## src/rtl/blockmem_integrity_pkg.sv

```systemverilog
`default_nettype none
// ============================================================================
// Module   : blockmem_integrity_pkg
// Purpose  : Shared types, cause codes and the address-window helper for the
//            multi-region memory-integrity monitor.
// Revision : 1.0 - initial multi-region release
// ============================================================================
package blockmem_integrity_pkg;

    // Widest address the helper accepts; callers zero-extend into it.
    localparam int c_ADDR_MAX = 32;

    typedef enum logic [1:0] {
        ST_RUN  = 2'b00,
        ST_HOLD = 2'b01,
        ST_WAIT = 2'b10
    } state_t;

    // Violation source codes reported in cause_src.
    localparam logic [1:0] SRC_CPU_W = 2'b00;
    localparam logic [1:0] SRC_CPU_R = 2'b01;
    localparam logic [1:0] SRC_DMA   = 2'b10;

    // base <= addr < base+size. The end is formed one bit wider than the
    // operands so a window touching the top of the map never wraps to zero.
    function automatic logic in_range(
        input logic [c_ADDR_MAX-1:0] addr,
        input logic [c_ADDR_MAX-1:0] base,
        input logic [c_ADDR_MAX-1:0] size
    );
        logic [c_ADDR_MAX:0] w_end;
        w_end = {1'b0, base} + {1'b0, size};
        return ({1'b0, addr} >= {1'b0, base}) && ({1'b0, addr} < w_end);
    endfunction

endpackage
`default_nettype wire

```

## src/rtl/blockmem_integrity_mr_if.sv

```systemverilog
`default_nettype none
// ============================================================================
// Module   : blockmem_integrity_mr_if
// Purpose  : Access-observation and status bus of the integrity monitor.
//            master = CPU/DMA side that drives accesses, slave = monitor.
// Revision : 1.0 - initial multi-region release
// ============================================================================
interface blockmem_integrity_mr_if #(
    parameter int N_REGIONS = 2,
    parameter int ADDR_W    = 16,
    parameter int CNT_W     = 8
);
    localparam int c_REG_W = (N_REGIONS > 1) ? $clog2(N_REGIONS) : 1;

    logic [ADDR_W-1:0]    pc;
    logic [ADDR_W-1:0]    data_addr;
    logic                 w_en;
    logic                 r_en;
    logic [ADDR_W-1:0]    dma_addr;
    logic                 dma_en;
    logic [N_REGIONS-1:0] region_en;
    logic                 cause_clr;
    logic                 kill;
    logic                 cause_valid;
    logic [c_REG_W-1:0]   cause_region;
    logic [1:0]           cause_src;
    logic [CNT_W-1:0]     viol_count;

    modport master (
        output pc, data_addr, w_en, r_en, dma_addr, dma_en, region_en, cause_clr,
        input  kill, cause_valid, cause_region, cause_src, viol_count
    );

    modport slave (
        input  pc, data_addr, w_en, r_en, dma_addr, dma_en, region_en, cause_clr,
        output kill, cause_valid, cause_region, cause_src, viol_count
    );

endinterface
`default_nettype wire

```

## src/rtl/blockmem_region_match.sv

```systemverilog
`default_nettype none
// ============================================================================
// Module   : blockmem_region_match
// Purpose  : Address match of CPU and DMA accesses against one protected
//            region; reports the region's read-protection flag alongside.
// Revision : 1.0 - initial multi-region release
// ============================================================================
module blockmem_region_match
    import blockmem_integrity_pkg::*;
#(
    parameter int               ADDR_W  = 16,
    parameter logic [ADDR_W-1:0] BASE   = '0,
    parameter logic [ADDR_W-1:0] SIZE   = '0,
    parameter logic             RD_PROT = 1'b0
) (
    input  logic              en,
    input  logic [ADDR_W-1:0] data_addr,
    input  logic [ADDR_W-1:0] dma_addr,
    output logic              cpu_hit,
    output logic              dma_hit,
    output logic              rd_prot
);

    // A zero-sized region is compiled out entirely.
    localparam logic c_ENABLED = (SIZE != '0);

    // Window compare for both bus masters, gated by the runtime enable.
    always_comb begin
        cpu_hit = en && c_ENABLED &&
                  in_range(c_ADDR_MAX'(data_addr), c_ADDR_MAX'(BASE), c_ADDR_MAX'(SIZE));
        dma_hit = en && c_ENABLED &&
                  in_range(c_ADDR_MAX'(dma_addr), c_ADDR_MAX'(BASE), c_ADDR_MAX'(SIZE));
        rd_prot = RD_PROT;
    end

endmodule
`default_nettype wire

```

## src/rtl/blockmem_integrity_mr.sv

```systemverilog
`default_nettype none
// ============================================================================
// Module   : blockmem_integrity_mr
// Purpose  : Multi-region memory-integrity monitor. Flags untrusted CPU
//            writes/reads and any DMA access into protected regions, asserts
//            a held kill request, records the first cause and counts
//            violation cycles.
// Revision : 1.0 - initial multi-region release
// ============================================================================
module blockmem_integrity_mr
    import blockmem_integrity_pkg::*;
#(
    parameter int                          N_REGIONS     = 2,
    parameter int                          ADDR_W        = 16,
    parameter logic [N_REGIONS*ADDR_W-1:0] REGION_BASE   = {16'h0600, 16'h0400},
    parameter logic [N_REGIONS*ADDR_W-1:0] REGION_SIZE   = {16'h0040, 16'h0106},
    parameter logic [N_REGIONS-1:0]        RD_PROT       = 2'b10,
    parameter logic [ADDR_W-1:0]           TCB_BASE      = 16'h0010,
    parameter logic [ADDR_W-1:0]           TCB_SIZE      = 16'h0010,
    parameter logic [ADDR_W-1:0]           SMEM_BASE     = 16'hA000,
    parameter logic [ADDR_W-1:0]           SMEM_SIZE     = 16'h4000,
    parameter logic [ADDR_W-1:0]           RESET_HANDLER = 16'h0000,
    parameter int                          KILL_HOLD     = 4,
    parameter int                          CNT_W         = 8
) (
    input  logic                      clk,
    input  logic                      reset,
    blockmem_integrity_mr_if.slave    bus
);

    localparam int c_REG_W  = (N_REGIONS > 1) ? $clog2(N_REGIONS) : 1;
    localparam int c_HOLD_W = (KILL_HOLD > 1) ? $clog2(KILL_HOLD) : 1;
    localparam logic [c_HOLD_W-1:0] c_HOLD_LOAD = c_HOLD_W'(KILL_HOLD - 1);

    // Trusted windows are inclusive up to base+size-2, i.e. half-open with
    // length size-1; a zero size collapses to an empty window.
    localparam logic [ADDR_W-1:0] c_TCB_SPAN  = (TCB_SIZE  == '0) ? '0 : TCB_SIZE  - 1'b1;
    localparam logic [ADDR_W-1:0] c_SMEM_SPAN = (SMEM_SIZE == '0) ? '0 : SMEM_SIZE - 1'b1;

    logic [N_REGIONS-1:0] w_cpu_hit;
    logic [N_REGIONS-1:0] w_dma_hit;
    logic [N_REGIONS-1:0] w_rd_prot;
    logic [N_REGIONS-1:0] w_viol_w;
    logic [N_REGIONS-1:0] w_viol_r;
    logic [N_REGIONS-1:0] w_viol_d;
    logic                 w_trusted;
    logic                 w_viol;
    logic [c_REG_W-1:0]   w_cause_region;
    logic [1:0]           w_cause_src;

    state_t               r_state;
    state_t               w_state_nxt;
    logic [c_HOLD_W-1:0]  r_hold_cnt;
    logic [c_HOLD_W-1:0]  w_hold_nxt;
    logic                 r_kill;
    logic                 w_kill_nxt;

    logic                 r_cause_valid;
    logic [c_REG_W-1:0]   r_cause_region;
    logic [1:0]           r_cause_src;
    logic [CNT_W-1:0]     r_viol_count;

    for (genvar gi = 0; gi < N_REGIONS; gi++) begin : g_region
        blockmem_region_match #(
            .ADDR_W  (ADDR_W),
            .BASE    (REGION_BASE[gi*ADDR_W +: ADDR_W]),
            .SIZE    (REGION_SIZE[gi*ADDR_W +: ADDR_W]),
            .RD_PROT (RD_PROT[gi])
        ) u_match (
            .en        (bus.region_en[gi]),
            .data_addr (bus.data_addr),
            .dma_addr  (bus.dma_addr),
            .cpu_hit   (w_cpu_hit[gi]),
            .dma_hit   (w_dma_hit[gi]),
            .rd_prot   (w_rd_prot[gi])
        );
    end

    // PC lies in either trusted code window.
    always_comb begin
        w_trusted = in_range(c_ADDR_MAX'(bus.pc), c_ADDR_MAX'(TCB_BASE),  c_ADDR_MAX'(c_TCB_SPAN)) ||
                    in_range(c_ADDR_MAX'(bus.pc), c_ADDR_MAX'(SMEM_BASE), c_ADDR_MAX'(c_SMEM_SPAN));
    end

    // Per-region violation vectors for each source.
    always_comb begin
        w_viol_w = '0;
        w_viol_r = '0;
        w_viol_d = '0;
        for (int i = 0; i < N_REGIONS; i++) begin
            w_viol_w[i] = bus.w_en && w_cpu_hit[i] && !w_trusted;
            w_viol_r[i] = bus.r_en && w_rd_prot[i] && w_cpu_hit[i] && !w_trusted;
            w_viol_d[i] = bus.dma_en && w_dma_hit[i];
        end
        w_viol = (|w_viol_w) || (|w_viol_r) || (|w_viol_d);
    end

    // Cause priority: CPU write over CPU read over DMA, lowest region first.
    // Later assignments override earlier ones, so lower-priority sources and
    // higher region indices are written first.
    always_comb begin
        w_cause_src    = SRC_DMA;
        w_cause_region = '0;
        for (int i = N_REGIONS - 1; i >= 0; i--) begin
            if (w_viol_d[i]) w_cause_region = c_REG_W'(i);
        end
        if (|w_viol_r) begin
            w_cause_src = SRC_CPU_R;
            for (int i = N_REGIONS - 1; i >= 0; i--) begin
                if (w_viol_r[i]) w_cause_region = c_REG_W'(i);
            end
        end
        if (|w_viol_w) begin
            w_cause_src = SRC_CPU_W;
            for (int i = N_REGIONS - 1; i >= 0; i--) begin
                if (w_viol_w[i]) w_cause_region = c_REG_W'(i);
            end
        end
    end

    // State, hold counter and kill register.
    always_ff @(posedge clk) begin
        if (reset) begin
            r_state    <= ST_WAIT;
            r_hold_cnt <= '0;
            r_kill     <= 1'b1;
        end else begin
            r_state    <= w_state_nxt;
            r_hold_cnt <= w_hold_nxt;
            r_kill     <= w_kill_nxt;
        end
    end

    // Next-state logic: any violation (re)starts the hold; re-arm only from
    // WAIT once the core sits at the reset handler.
    always_comb begin
        w_state_nxt = r_state;
        w_hold_nxt  = r_hold_cnt;
        case (r_state)
            ST_RUN: begin
                if (w_viol) begin
                    w_state_nxt = ST_HOLD;
                    w_hold_nxt  = c_HOLD_LOAD;
                end
            end
            ST_HOLD: begin
                if (w_viol) begin
                    w_hold_nxt = c_HOLD_LOAD;
                end else if (r_hold_cnt == '0) begin
                    w_state_nxt = ST_WAIT;
                end else begin
                    w_hold_nxt = r_hold_cnt - c_HOLD_W'(1);
                end
            end
            ST_WAIT: begin
                if (w_viol) begin
                    w_state_nxt = ST_HOLD;
                    w_hold_nxt  = c_HOLD_LOAD;
                end else if (bus.pc == RESET_HANDLER) begin
                    w_state_nxt = ST_RUN;
                end
            end
            default: begin
                w_state_nxt = ST_WAIT;
                w_hold_nxt  = '0;
            end
        endcase
    end

    // Output decode: kill is asserted in every state except RUN.
    always_comb begin
        w_kill_nxt = (w_state_nxt != ST_RUN);
    end

    // First-cause capture; a coincident new violation beats the clear.
    always_ff @(posedge clk) begin
        if (reset) begin
            r_cause_valid  <= 1'b0;
            r_cause_region <= '0;
            r_cause_src    <= SRC_CPU_W;
        end else if (w_viol && (!r_cause_valid || bus.cause_clr)) begin
            r_cause_valid  <= 1'b1;
            r_cause_region <= w_cause_region;
            r_cause_src    <= w_cause_src;
        end else if (bus.cause_clr) begin
            r_cause_valid  <= 1'b0;
            r_cause_region <= '0;
            r_cause_src    <= SRC_CPU_W;
        end
    end

    // Saturating count of cycles carrying a violation.
    always_ff @(posedge clk) begin
        if (reset) begin
            r_viol_count <= '0;
        end else if (w_viol && (r_viol_count != '1)) begin
            r_viol_count <= r_viol_count + CNT_W'(1);
        end
    end

    assign bus.kill         = r_kill;
    assign bus.cause_valid  = r_cause_valid;
    assign bus.cause_region = r_cause_region;
    assign bus.cause_src    = r_cause_src;
    assign bus.viol_count   = r_viol_count;

endmodule
`default_nettype wire

```

## src/flat_wrapper.sv

```systemverilog
// flat-port wrapper written by rule: the top's interface ports become plain ports
module blockmem_integrity_mr_flat import blockmem_integrity_pkg::*;
#(
    parameter int                          N_REGIONS     = 2,
    parameter int                          ADDR_W        = 16,
    parameter logic [N_REGIONS*ADDR_W-1:0] REGION_BASE   = {16'h0600, 16'h0400},
    parameter logic [N_REGIONS*ADDR_W-1:0] REGION_SIZE   = {16'h0040, 16'h0106},
    parameter logic [N_REGIONS-1:0]        RD_PROT       = 2'b10,
    parameter logic [ADDR_W-1:0]           TCB_BASE      = 16'h0010,
    parameter logic [ADDR_W-1:0]           TCB_SIZE      = 16'h0010,
    parameter logic [ADDR_W-1:0]           SMEM_BASE     = 16'hA000,
    parameter logic [ADDR_W-1:0]           SMEM_SIZE     = 16'h4000,
    parameter logic [ADDR_W-1:0]           RESET_HANDLER = 16'h0000,
    parameter int                          KILL_HOLD     = 4,
    parameter int                          CNT_W         = 8
)
  (clk, reset, bus_pc, bus_data_addr, bus_w_en, bus_r_en, bus_dma_addr, bus_dma_en, bus_region_en, bus_cause_clr, bus_kill, bus_cause_valid, bus_cause_region, bus_cause_src, bus_viol_count);
  blockmem_integrity_mr_if #(.N_REGIONS(N_REGIONS), .ADDR_W(ADDR_W), .CNT_W(CNT_W)) bus_i ();
  input  logic clk;
  input  logic reset;
  input wire logic [$bits(bus_i.pc)-1:0] bus_pc;
  input wire logic [$bits(bus_i.data_addr)-1:0] bus_data_addr;
  input wire logic [$bits(bus_i.w_en)-1:0] bus_w_en;
  input wire logic [$bits(bus_i.r_en)-1:0] bus_r_en;
  input wire logic [$bits(bus_i.dma_addr)-1:0] bus_dma_addr;
  input wire logic [$bits(bus_i.dma_en)-1:0] bus_dma_en;
  input wire logic [$bits(bus_i.region_en)-1:0] bus_region_en;
  input wire logic [$bits(bus_i.cause_clr)-1:0] bus_cause_clr;
  output wire logic [$bits(bus_i.kill)-1:0] bus_kill;
  output wire logic [$bits(bus_i.cause_valid)-1:0] bus_cause_valid;
  output wire logic [$bits(bus_i.cause_region)-1:0] bus_cause_region;
  output wire logic [$bits(bus_i.cause_src)-1:0] bus_cause_src;
  output wire logic [$bits(bus_i.viol_count)-1:0] bus_viol_count;
  assign bus_i.pc = bus_pc;
  assign bus_i.data_addr = bus_data_addr;
  assign bus_i.w_en = bus_w_en;
  assign bus_i.r_en = bus_r_en;
  assign bus_i.dma_addr = bus_dma_addr;
  assign bus_i.dma_en = bus_dma_en;
  assign bus_i.region_en = bus_region_en;
  assign bus_i.cause_clr = bus_cause_clr;
  assign bus_kill = bus_i.kill;
  assign bus_cause_valid = bus_i.cause_valid;
  assign bus_cause_region = bus_i.cause_region;
  assign bus_cause_src = bus_i.cause_src;
  assign bus_viol_count = bus_i.viol_count;
  blockmem_integrity_mr #(.N_REGIONS(N_REGIONS), .ADDR_W(ADDR_W), .REGION_BASE(REGION_BASE), .REGION_SIZE(REGION_SIZE), .RD_PROT(RD_PROT), .TCB_BASE(TCB_BASE), .TCB_SIZE(TCB_SIZE), .SMEM_BASE(SMEM_BASE), .SMEM_SIZE(SMEM_SIZE), .RESET_HANDLER(RESET_HANDLER), .KILL_HOLD(KILL_HOLD), .CNT_W(CNT_W)) u_core (.clk(clk), .reset(reset), .bus(bus_i));
endmodule
```

## config.mk

```make
export PLATFORM = sky130hd
export DESIGN_NAME = blockmem_integrity_mr_flat
export DESIGN_NICKNAME = d
export VERILOG_FILES = /design/src/rtl/blockmem_integrity_pkg.sv /design/src/rtl/blockmem_integrity_mr_if.sv /design/src/rtl/blockmem_region_match.sv /design/src/rtl/blockmem_integrity_mr.sv /design/src/flat_wrapper.sv
export SDC_FILE = /design/constraint.sdc
export NUM_CORES = 1
export LEC_CHECK = 0
export ABC_AREA = 1
export BUFFER_PORTS_ARGS = -buffer_cell sky130_fd_sc_hd__buf_2
export CAP_MARGIN = 20
export CORE_ASPECT_RATIO = 0.6
export CORE_MARGIN = 1
export CORE_UTILIZATION = 45
export CTS_CLUSTER_SIZE = 20
export DETAILED_ROUTE_END_ITERATION = 10
export PLACE_DENSITY = 0.79
export SYNTH_ARGS = -nofsm -noshare
export SYNTH_HDL_FRONTEND = slang
export SYNTH_SLANG_ARGS = --single-unit
```

## constraint.sdc

```tcl
create_clock -name clk -period 4.2 [get_ports clk]
set_clock_uncertainty 0.1 [all_clocks]
set_input_delay 0.84 -clock clk [delete_from_list [all_inputs] [get_ports clk]]
set_output_delay 0.84 -clock clk [all_outputs]
set_load 0.02 [all_outputs]
```

==> results of run 1 <==
==> worst max-delay path, stage by stage <==
cell	delay [ps]
buf_2	90
inv_1	50
nand2_2	60
nor2_4	170
nand4_1	160
nor2_2	180
nand2_4	100
nand3_4	200
nand2_4	120
o21ai_0	180
nor2_1	60
==> cells in the mapped netlist, types with 2 or more instances <==
library cell / number
nor2_1: 37
o21ai_4: 2
nand3_1: 17
a21oi_1: 13
ha_1: 2
nand3b_1: 3
nand2_4: 3
dfxtp_1: 17
o21ai_0: 2
nor2_2: 2
nor3_1: 3
nand4_1: 12
inv_2: 3
inv_1: 33
xnor2_1: 3
nand2_2: 3
nand2_1: 48
xor2_1: 3
==> cell families after synthesis <==
logic type | after synthesis | synth area share (%)
compound gates | 18 | 8.66
flops | 17 | 25.3
xor+xnor | 6 | 3.91
simple gates | 134 | 48.7
buf+inv | 39 | 11.5
fa+ha+maj | 2 | 1.86
==> cell usage in the layout (no fill, tap or decap), drive strengths merged <==
| cell type | synthesis | routed |
|---|---|---|
| xnor2 | 3 | 3 |
| o21ai | 4 | 4 |
| nand4 | 13 | 13 |
| or2 | 1 | 1 |
| inv | 36 | 36 |
| a21oi | 13 | 13 |
| ha | 2 | 2 |
| o2111ai | 1 | 1 |
| nand3 | 19 | 19 |
| clkbuf | 1 | 4 |
| clkinv | 1 | 1 |
| nor3 | 3 | 3 |
| nor4 | 1 | 1 |
| nand3b | 3 | 3 |
| dfxtp | 17 | 17 |
| nand2 | 54 | 54 |
| xor2 | 3 | 3 |
| nor2 | 40 | 40 |
| buf | 1 | 66 |
==> registers in the layout, summed over array words and instances (netlist names) <==
signal,count
u_core.r_hold_cnt,2
u_core.bus.cause_region,1
u_core.bus.viol_count,8
u_core.bus.cause_src,2
u_core.r_state,2
u_core.bus.kill,1
u_core.bus.cause_valid,1
==> per-layer routing <==
| layer | global-route usage, % | up-vias | part of all wire (%) |
|---|---|---|---|
| li1 | - | 827 | - |
| met1 | 30.5 | 631 | 52 |
| met2 | 34.0 | 56 | 40 |
| met3 | 5.92 | 2 | 7.4 |
| met4 | 3.53 | 0 | 0.36 |
| met5 | 0 | - | 0 |
==> through the flow <==
step,cells,area (um2)
CTS,324,1750
global placement,320,1710
floorplan,216,1340
detailed placement,320,1710
global route,324,1750
finish,324,1750
==> power breakdown <==
part / leakage, nW / switching (mW) / internal, mW
clock network: 0.0228 / 0.0525 / 0.0672
registers: 0.137 / 0.000261 / 0.162
logic: 0.776 / 0.0292 / 0.0271
==> worst min path at each step <==
stage | slack [ps] | startpoint | end
after floorplan | 360 | u_core.r_hold_cnt[1] | u_core.r_hold_cnt[1]
after global placement | 370 | u_core.bus.cause_src[1] | u_core.bus.cause_src[1]
after detailed placement | 370 | u_core.bus.cause_region | u_core.bus.cause_region
after CTS | 380 | u_core.bus.cause_region | u_core.bus.cause_region
after global routing | 420 | u_core.bus.cause_region | u_core.bus.cause_region
final | 380 | u_core.bus.cause_region | u_core.bus.cause_region
==> area by class of cell <==
class / count / share of cell area, %
Tap cell: 40 / 2.85
Timing Repair Buffer: 66 / 18.8
Sequential cell: 17 / 19.4
Multi-Input combinational cell: 160 / 48.4
Clock buffer: 4 / 2.57
Inverter: 37 / 7.99
==> summary.txt, run 1 <==
Clock tree
  • Root Driver: clkbuf_8
  • CTS tree: yes
  • Sink count of the clock tree: 17
  • Clock buffer depth: 2
  • Htree depth: 1
  • Worst-path clk slew: 60 ps
  • CTS resizes: 0
  • Setup bufs post-CTS: 0
  • Hold-fix buffers, CTS: 0
  • CTS buffer count: 3
  • Skew-Pair Late Insertion Delay: 250 ps

Setup path
  • Reg2reg start: u_core.bus.viol_count[0]
  • Crit Path Max Fanout: 13
  • Reg2Reg Setup Slack: 2450 ps
  • Worst setup path start: bus_data_addr[15]
  • WS Path Type: input port to register
  • CP arrival: 2220 ps
  • CP Capture Point: u_core.bus.viol_count[1]
  • Crit end category: register
  • RR Endpoint: u_core.bus.viol_count[0]
  • Worst Reg-to-Reg Cells: 9
  • Req. time, crit path: 4240 ps
  • CP Launch Type: input port

Synthesis
  • Register area share after synthesis: 25.3%
  • Post-Syn Area per Cell: 6.22 um2
  • #FFs+latches synth: 17
  • Yosys cell types: 28
  • Yosys top cell by area: dfxtp_1
  • Number of synthesized flops with an enable pin: 0
  • Syn nets: 274
  • Synth top area share: 25.3%
  • YS warnings: 0
  • Cell Area, Synth: 1340 um2
  • Primary FF master, synth: dfxtp_1
  • Synth async-reset ratio: 0%
  • Synth top area cells: dfxtp_1, nand2_1, nor2_1, inv_1, nand3_1
  • Mapped Cells: 216

Floorplanning
  • Die height: 44.3 um
  • Boundary pin count: 69
  • Std cell rows: 14
  • Core area: 2660 um2
  • Die X: 72.5 um
  • Initial Util: 50.5%
  • Die ar.: 3220 um2

Timing
  • Max Freq: 458 MHz
  • RSZ-0062 raised after global routing: false
  • Setup TNS: 0 ps
  • Fin. Hold Viols: 0
  • Slew @ Worst Pin: 502 ps
  • Fin Hold WS: 383 ps
  • Slew HR: 66.5%
  • Fin worst setup slack: 2020 ps
  • Tcrit/Tclk final: 52.0%
  • Final Slew Violations: 0
  • Crit path time final: 2180 ps
  • Endpoints failing setup: 0

Finish
  • Post-Route Utilization: 65.9%
  • Share of layout cells above drive strength 1: 30.6%
  • Multi-input gate area: 848 um2
  • Fill count: 266
  • Nets: 343
  • Register area: 340 um2
  • Antenna cell count: 0
  • Area growth, synth to finish: 30.5%

Global routing
  • Vias in the first global route: 1246
  • Global route overflow: 0
  • Pin count of the biggest net entering global routing: 14
  • First-pass GRT wire length: 5350 um
  • Total track usage: 21.7%
  • Antenna violations before repair: 0

Power and ir drop
  • LEAKAGE: 0.936 nW
  • Peak supply drop: 0.000123 V
  • Power Total: 0.338 mW
  • PD cells: 193 nW/um2

Routing
  • 1st-iter DRT viols: 159
  • Residual DRC: 0
  • Post-route ant nets: 0
  • Via count: 1516
  • DR pass1 iterations: 4
  • Routed vias/inst: 4.68
  • Post-Route WL: 3290 um
  • WL/cell: 10.2 um

Hold path
  • Worst hold path class: register to register
  • Hold path depth: 2

Flow run
  • Max Cap Viol: 0

Placed design
  • Final HPWL DP: 2690 um
  • Post-place setup slack: 1770 ps
  • GPL Wtd Cong: 0.836
  • Port Buffers: 66

Status
  • Outcome: completed
No activity file was read; power rests on OpenSTA's default activity.
==> run 2, diff against run 1 <==
--- a/config.mk
+++ b/config.mk
@@ -10,10 +10,10 @@
 export CAP_MARGIN = 20
 export CORE_ASPECT_RATIO = 0.6
 export CORE_MARGIN = 1
-export CORE_UTILIZATION = 45
+export CORE_UTILIZATION = 41
 export CTS_CLUSTER_SIZE = 20
 export DETAILED_ROUTE_END_ITERATION = 10
-export PLACE_DENSITY = 0.79
+export PLACE_DENSITY = 0.76
 export SYNTH_ARGS = -nofsm -noshare
 export SYNTH_HDL_FRONTEND = slang
 export SYNTH_SLANG_ARGS = --single-unit
==> constraint.sdc (replaced) <==
create_clock -name clk -period 2 [get_ports clk]
set_clock_uncertainty 0.1 [all_clocks]
set_input_delay 0.4 -clock clk [delete_from_list [all_inputs] [get_ports clk]]
set_output_delay 0.4 -clock clk [all_outputs]
set_load 0.02 [all_outputs]
==> run 2 against run 1 <==
  * Core utilization shrank 6.2 points
  * Clock-buffer cell count down 1
  * First-iteration DRC count shrank 52%
  * Critical path type unchanged
  * Largest power group unchanged
  * Combinational power grew 110%
  * Total power is 110% higher
  * Sequential power rose by 110%
==> summary.txt, run 2 (same netlist as run 1, synthesis figures left out) <==
Clock tree
  • Setup bufs post-CTS: 0
  • Htree depth: 1
  • CTS buffer count: 3
  • CTS resizes: 0
  • Worst-path clk slew: 70 ps
  • Clock buffer depth: 2
  • Sink count of the clock tree: 17
  • CTS tree: yes
  • Skew-Pair Late Insertion Delay: 250 ps
  • Hold-fix buffers, CTS: 0
  • Root Driver: clkbuf_8

Setup path
  • Crit end category: register
  • Worst Reg-to-Reg Cells: 8
  • CP Launch Type: input port
  • Req. time, crit path: 2050 ps
  • Slowest library cell on the worst path: nand3_4
  • Reg2Reg Setup Slack: 310 ps
  • Cell mode on critical path: nor2_1
  • CP arrival: 1760 ps
  • Crit path cell chain: buf_2 -> nor2_1 -> nand3_1 -> nor2_1 -> nand2_1 -> nand2_2 -> nand2_4 -> o21ai_4 -> nand3_4 -> nand2_4 -> inv_2 -> nor2_1 -> nor2_1
  • Crit Path Max Fanout: 13
  • WS Path Type: input port to register
  • Max incr delay on CP: 230 ps

Placed design
  • GPL Wtd Cong: 0.817
  • Final HPWL DP: 2500 um
  • Port Buffers: 66
  • Placed Instances: 325

Hold path
  • Hold path depth: 2
  • Worst hold path class: input port to register

Timing
  • Slew HR: 68.2%
  • Setup TNS: 0 ps
  • RSZ-0062 raised after global routing: false
  • Crit path time final: 1710 ps
  • Max Freq: 583 MHz
  • Final Slew Violations: 0
  • Endpoints failing setup: 0
  • Tcrit/Tclk final: 85.7%
  • Fin. Hold Viols: 0
  • Slew @ Worst Pin: 478 ps

Status
  • Outcome: completed

Finish
  • Commonest non-fill, non-tap cell in the layout: buf_2
  • Share of layout cells above drive strength 1: 31.7%
  • Max FFs per register: 8
  • Layout Cells excl Fill: 329
  • Most frequent cells in the layout: buf_2, nand2_1, nor2_1
  • Multi-input gate area: 848 um2
  • Area growth, synth to finish: 32.5%
  • Antenna cell count: 0
  • Nets: 346
  • Register area: 340 um2
  • Fill count: 295

Global routing
  • First-pass GRT wire length: 5330 um
  • Global route overflow: 0
  • Vias in the first global route: 1251
  • Pin count of the biggest net entering global routing: 14
  • Antenna violations before repair: 0
  • Total track usage: 19.3%

Routing
  • Via count: 1515
  • Routed vias/inst: 4.60
  • DR pass1 iterations: 4
  • WL/cell: 9.36 um
  • Post-route ant nets: 0
  • 1st-iter DRT viols: 76
  • Post-Route WL: 3080 um
  • Residual DRC: 0

Power and ir drop
  • Register share of total power: 47.6%
  • Psw: 0.178 mW
  • Comb power frac: 16.4%
  • Peak supply drop: 0.000218 V
  • PD cells: 401 nW/um2
  • Internal: 0.535 mW
  • Switch share: 25.0%
  • LEAKAGE: 0.954 nW
  • Clock share of power: 36.0%

Floorplanning
  • Die ar.: 3520 um2
  • Core area: 2980 um2
  • Die X: 75.9 um
  • Initial Util: 45.0%
  • Std cell rows: 15
  • Boundary pin count: 69
  • Die height: 46.3 um

Flow run
  • Max Cap Viol: 0
==> run 2: cell type report <==
type                    count  share of cell area [%]
well taps                  42                    2.95
repair buffers             69                    19.8
inverters                  37                    7.87
flip-flops and latches     17                    19.1
clock buffers               3                    2.32
clock inverters             1                   0.281
multi-input cells         160                    47.6
==> run 2: path summary, 6_finish.rpt <==
| path | start | to |
|---|---|---|
| min | reset | u_core.bus.viol_count[5] |
| max | bus_pc[6] | u_core.bus.viol_count[0] |
| max reg2reg | u_core.bus.viol_count[1] | u_core.bus.viol_count[0] |
| min reg2reg | u_core.bus.cause_region | u_core.bus.cause_region |
==> run 2: per-stage QoR <==
step	utilization, %	worst slack (ps)	hold WS, ps	power, mW	cell area [um2]
floorplan	-	348	355	0.399	1340
global placement	58.1	52.2	366	0.463	1730
detailed placement	58.1	43.1	374	0.464	1730
CTS	59.7	291	348	0.721	1780
global route	59.7	103	358	0.745	1780
finish	59.7	285	353	0.713	1780
==> run 2: power groups by stage <==
stage | logic [mW] | clock network (mW) | registers [mW]
after floorplan | 0.0510 | 0 | 0.348
after global placement | 0.116 | 0 | 0.347
after detailed placement | 0.117 | 0 | 0.347
after CTS | 0.118 | 0.263 | 0.339
after global routing | 0.135 | 0.271 | 0.339
final | 0.117 | 0.257 | 0.340
==> run 2: layer usage <==
| metal | part of all wire [%] | global-route usage, % | vias to the layer above |
|---|---|---|---|
| li1 | - | - | 839 |
| met1 | 51 | 25.3 | 625 |
| met2 | 40 | 31.5 | 47 |
| met3 | 8.6 | 6.14 | 4 |
| met4 | 0.55 | 4.62 | 0 |
| met5 | 0 | 0 | - |
==> run 2: critical path: cells and delay by family <==
| kind | cells | cell delay (ps) |
|---|---|---|
| AND/OR/NAND/NOR | 10 | 1080 |
| buffers and inverters | 2 | 170 |
| AO/OA/AOI/OAI | 1 | 110 |
==> run 3, diff against run 2 <==
--- a/config.mk
+++ b/config.mk
@@ -10,10 +10,10 @@
 export CAP_MARGIN = 20
 export CORE_ASPECT_RATIO = 0.6
 export CORE_MARGIN = 1
-export CORE_UTILIZATION = 41
+export CORE_UTILIZATION = 45
 export CTS_CLUSTER_SIZE = 20
 export DETAILED_ROUTE_END_ITERATION = 10
-export PLACE_DENSITY = 0.76
+export PLACE_DENSITY = 0.79
 export SYNTH_ARGS = -nofsm -noshare
 export SYNTH_HDL_FRONTEND = slang
 export SYNTH_SLANG_ARGS = --single-unit
==> constraint.sdc (replaced) <==
create_clock -name clk -period 1.65 [get_ports clk]
set_clock_uncertainty 0.1 [all_clocks]
set_input_delay 0.33 -clock clk [delete_from_list [all_inputs] [get_ports clk]]
set_output_delay 0.33 -clock clk [all_outputs]
set_load 0.02 [all_outputs]
==> run 3 against run 2 <==
  * Setup slack lost 170 ps
  * Routed wire length grew 19%
  * Global-route usage grew 4.8 points
  * Core utilization grew 16 points
  * Critical path type unchanged
==> summary.txt, run 3 (same netlist as run 1, synthesis figures left out) <==
Status
  • Outcome: completed

Floorplanning
  • Std cell rows: 14
  • Initial Util: 50.5%
  • Die ar.: 3220 um2
  • Die height: 44.3 um
  • Boundary pin count: 69
  • Die X: 72.5 um
  • Core area: 2660 um2

Routing
  • WL/cell: 10.5 um
  • 1st-iter DRT viols: 87
  • Routed vias/inst: 4.74
  • DR pass1 iterations: 4
  • Post-Route WL: 3670 um
  • Residual DRC: 0
  • Post-route ant nets: 0
  • Via count: 1663

Clock tree
  • Hold-fix buffers, CTS: 0
  • Htree depth: 1
  • Worst-path clk slew: 70 ps
  • Skew-Pair Late Insertion Delay: 260 ps
  • Sink count of the clock tree: 17
  • CTS buffer count: 3
  • Clock buffer depth: 2
  • CTS tree: yes
  • Root Driver: clkbuf_8

Setup path
  • CP Launch Type: input port
  • Max incr delay on CP: 170 ps
  • WS Path Type: input port to register
  • Cell mode on critical path: nor2_1
  • Slowest library cell on the worst path: nand3_4
  • Buffers and inverters on the worst path: 2
  • Crit Path Max Fanout: 8
  • Crit path cell chain: buf_2 -> nor2_1 -> nand2_1 -> nor2_2 -> nand2_1 -> nand2_2 -> nand2_4 -> o21ai_4 -> nand3_4 -> nand2_8 -> inv_2 -> nor2_1 -> nor2_1
  • CP arrival: 1580 ps
  • Crit end category: register
  • Delay-heaviest family, CP: simple AND/OR/NAND/NOR gates
  • Req. time, crit path: 1700 ps

Placed design
  • Port Buffers: 66
  • Dpl cell area: 1910 um2
  • Final HPWL DP: 2950 um
  • GPL Wtd Cong: 0.833

Finish
  • Fill count: 219
  • Commonest non-fill, non-tap cell in the layout: buf_2
  • Most frequent cells in the layout: buf_2, nand2_1, nor2_1
  • Max FFs per register: 8
  • Post-Route Utilization: 75.3%
  • Share of layout cells above drive strength 1: 39.5%
  • Antenna cell count: 0
  • Final Instance Area: 2000 um2
  • Nets: 370
  • Area growth, synth to finish: 49.2%

Global routing
  • Vias in the first global route: 1426
  • Total track usage: 24.1%
  • Antenna violations before repair: 0
  • Global route overflow: 0
  • First-pass GRT wire length: 5990 um
  • Pin count of the biggest net entering global routing: 12

Power and ir drop
  • Peak supply drop: 0.000504 V
  • PD cells: 444 nW/um2
  • LEAKAGE: 1.09 nW

Timing
  • Crit path time final: 1530 ps
  • Max Freq: 652 MHz
  • Tcrit/Tclk final: 93.0%
  • Endpoints failing setup: 0
  • Fin. Hold Viols: 0
  • Slew HR: 76.4%
  • Final Slew Violations: 0
  • Fin Hold WS: 291 ps
  • Setup TNS: 0 ps
  • Slew @ Worst Pin: 354 ps

Flow run
  • Max Cap Viol: 0

Hold path
  • Worst hold path class: input port to register
## run 3: cell count changes in the layout (fill, tap and decap cells not counted), sizes merged
cell,before,now
buf,69,92
nand3,19,20
## run 3: timing repair
item,in CTS,in global routing
hold endpoints to repair,0,0
endpoints found under the setup margin,0,15
resized for setup,0,11
buffers inserted,0,0
## run 3: worst paths after layout
| check | start | endpoint | slack [ps] | depth (start not counted) |
|---|---|---|---|---|
| hold reg to reg | u_core.bus.cause_src[0] | u_core.bus.cause_src[0] | 380 | 2 |
| hold / removal | reset | u_core.bus.viol_count[5] | 290 | 2 |
| setup reg to reg | u_core.bus.viol_count[3] | u_core.bus.viol_count[2] | 120 | 8 |
| setup / recovery | bus_pc[15] | u_core.bus.viol_count[0] | 120 | 13 |
## run 3: per-stage QoR
step	setup WS, ps	power [mW]	cells
4_1_cts	78.9	0.890	350
3_3_place_gp	-152	0.577	346
6_report	116	0.890	351
3_5_place_dp	-167	0.582	346
5_1_grt	-13.8	0.935	351
2_1_floorplan	11.5	0.483	216
## run 3: report_power, final
group / switching (mW) / total, mW / internal, mW
clock network: 0.143 / 0.311 / 0.168
registers: 0.000519 / 0.412 / 0.411
logic: 0.0820 / 0.167 / 0.0854
total: 0.226 / 0.890 / 0.664
## run 3: layer usage
| metal | global-route usage [%] | vias to the layer above | routed length, um | share of wire (%) |
|---|---|---|---|---|
| met1 | 34.1 | 709 | 1850 | 50 |
| met5 | 0 | - | 0 | 0 |
| met3 | 6.15 | 2 | 297 | 8.1 |
| met4 | 2.75 | 0 | 12 | 0.33 |
| met2 | 38.5 | 67 | 1510 | 41 |
| li1 | - | 885 | - | - |
## run 3: layout make-up
class | count | area, um2 | area share (%)
clock buffers | 3 | 41.3 | 2.06
well taps | 40 | 50.0 | 2.50
multi-input cells | 161 | 897 | 44.8
clock inverters | 1 | 5.00 | 0.250
repair buffers | 92 | 529 | 26.4
inverters | 37 | 140 | 6.99
flip-flops and latches | 17 | 342 | 17.0
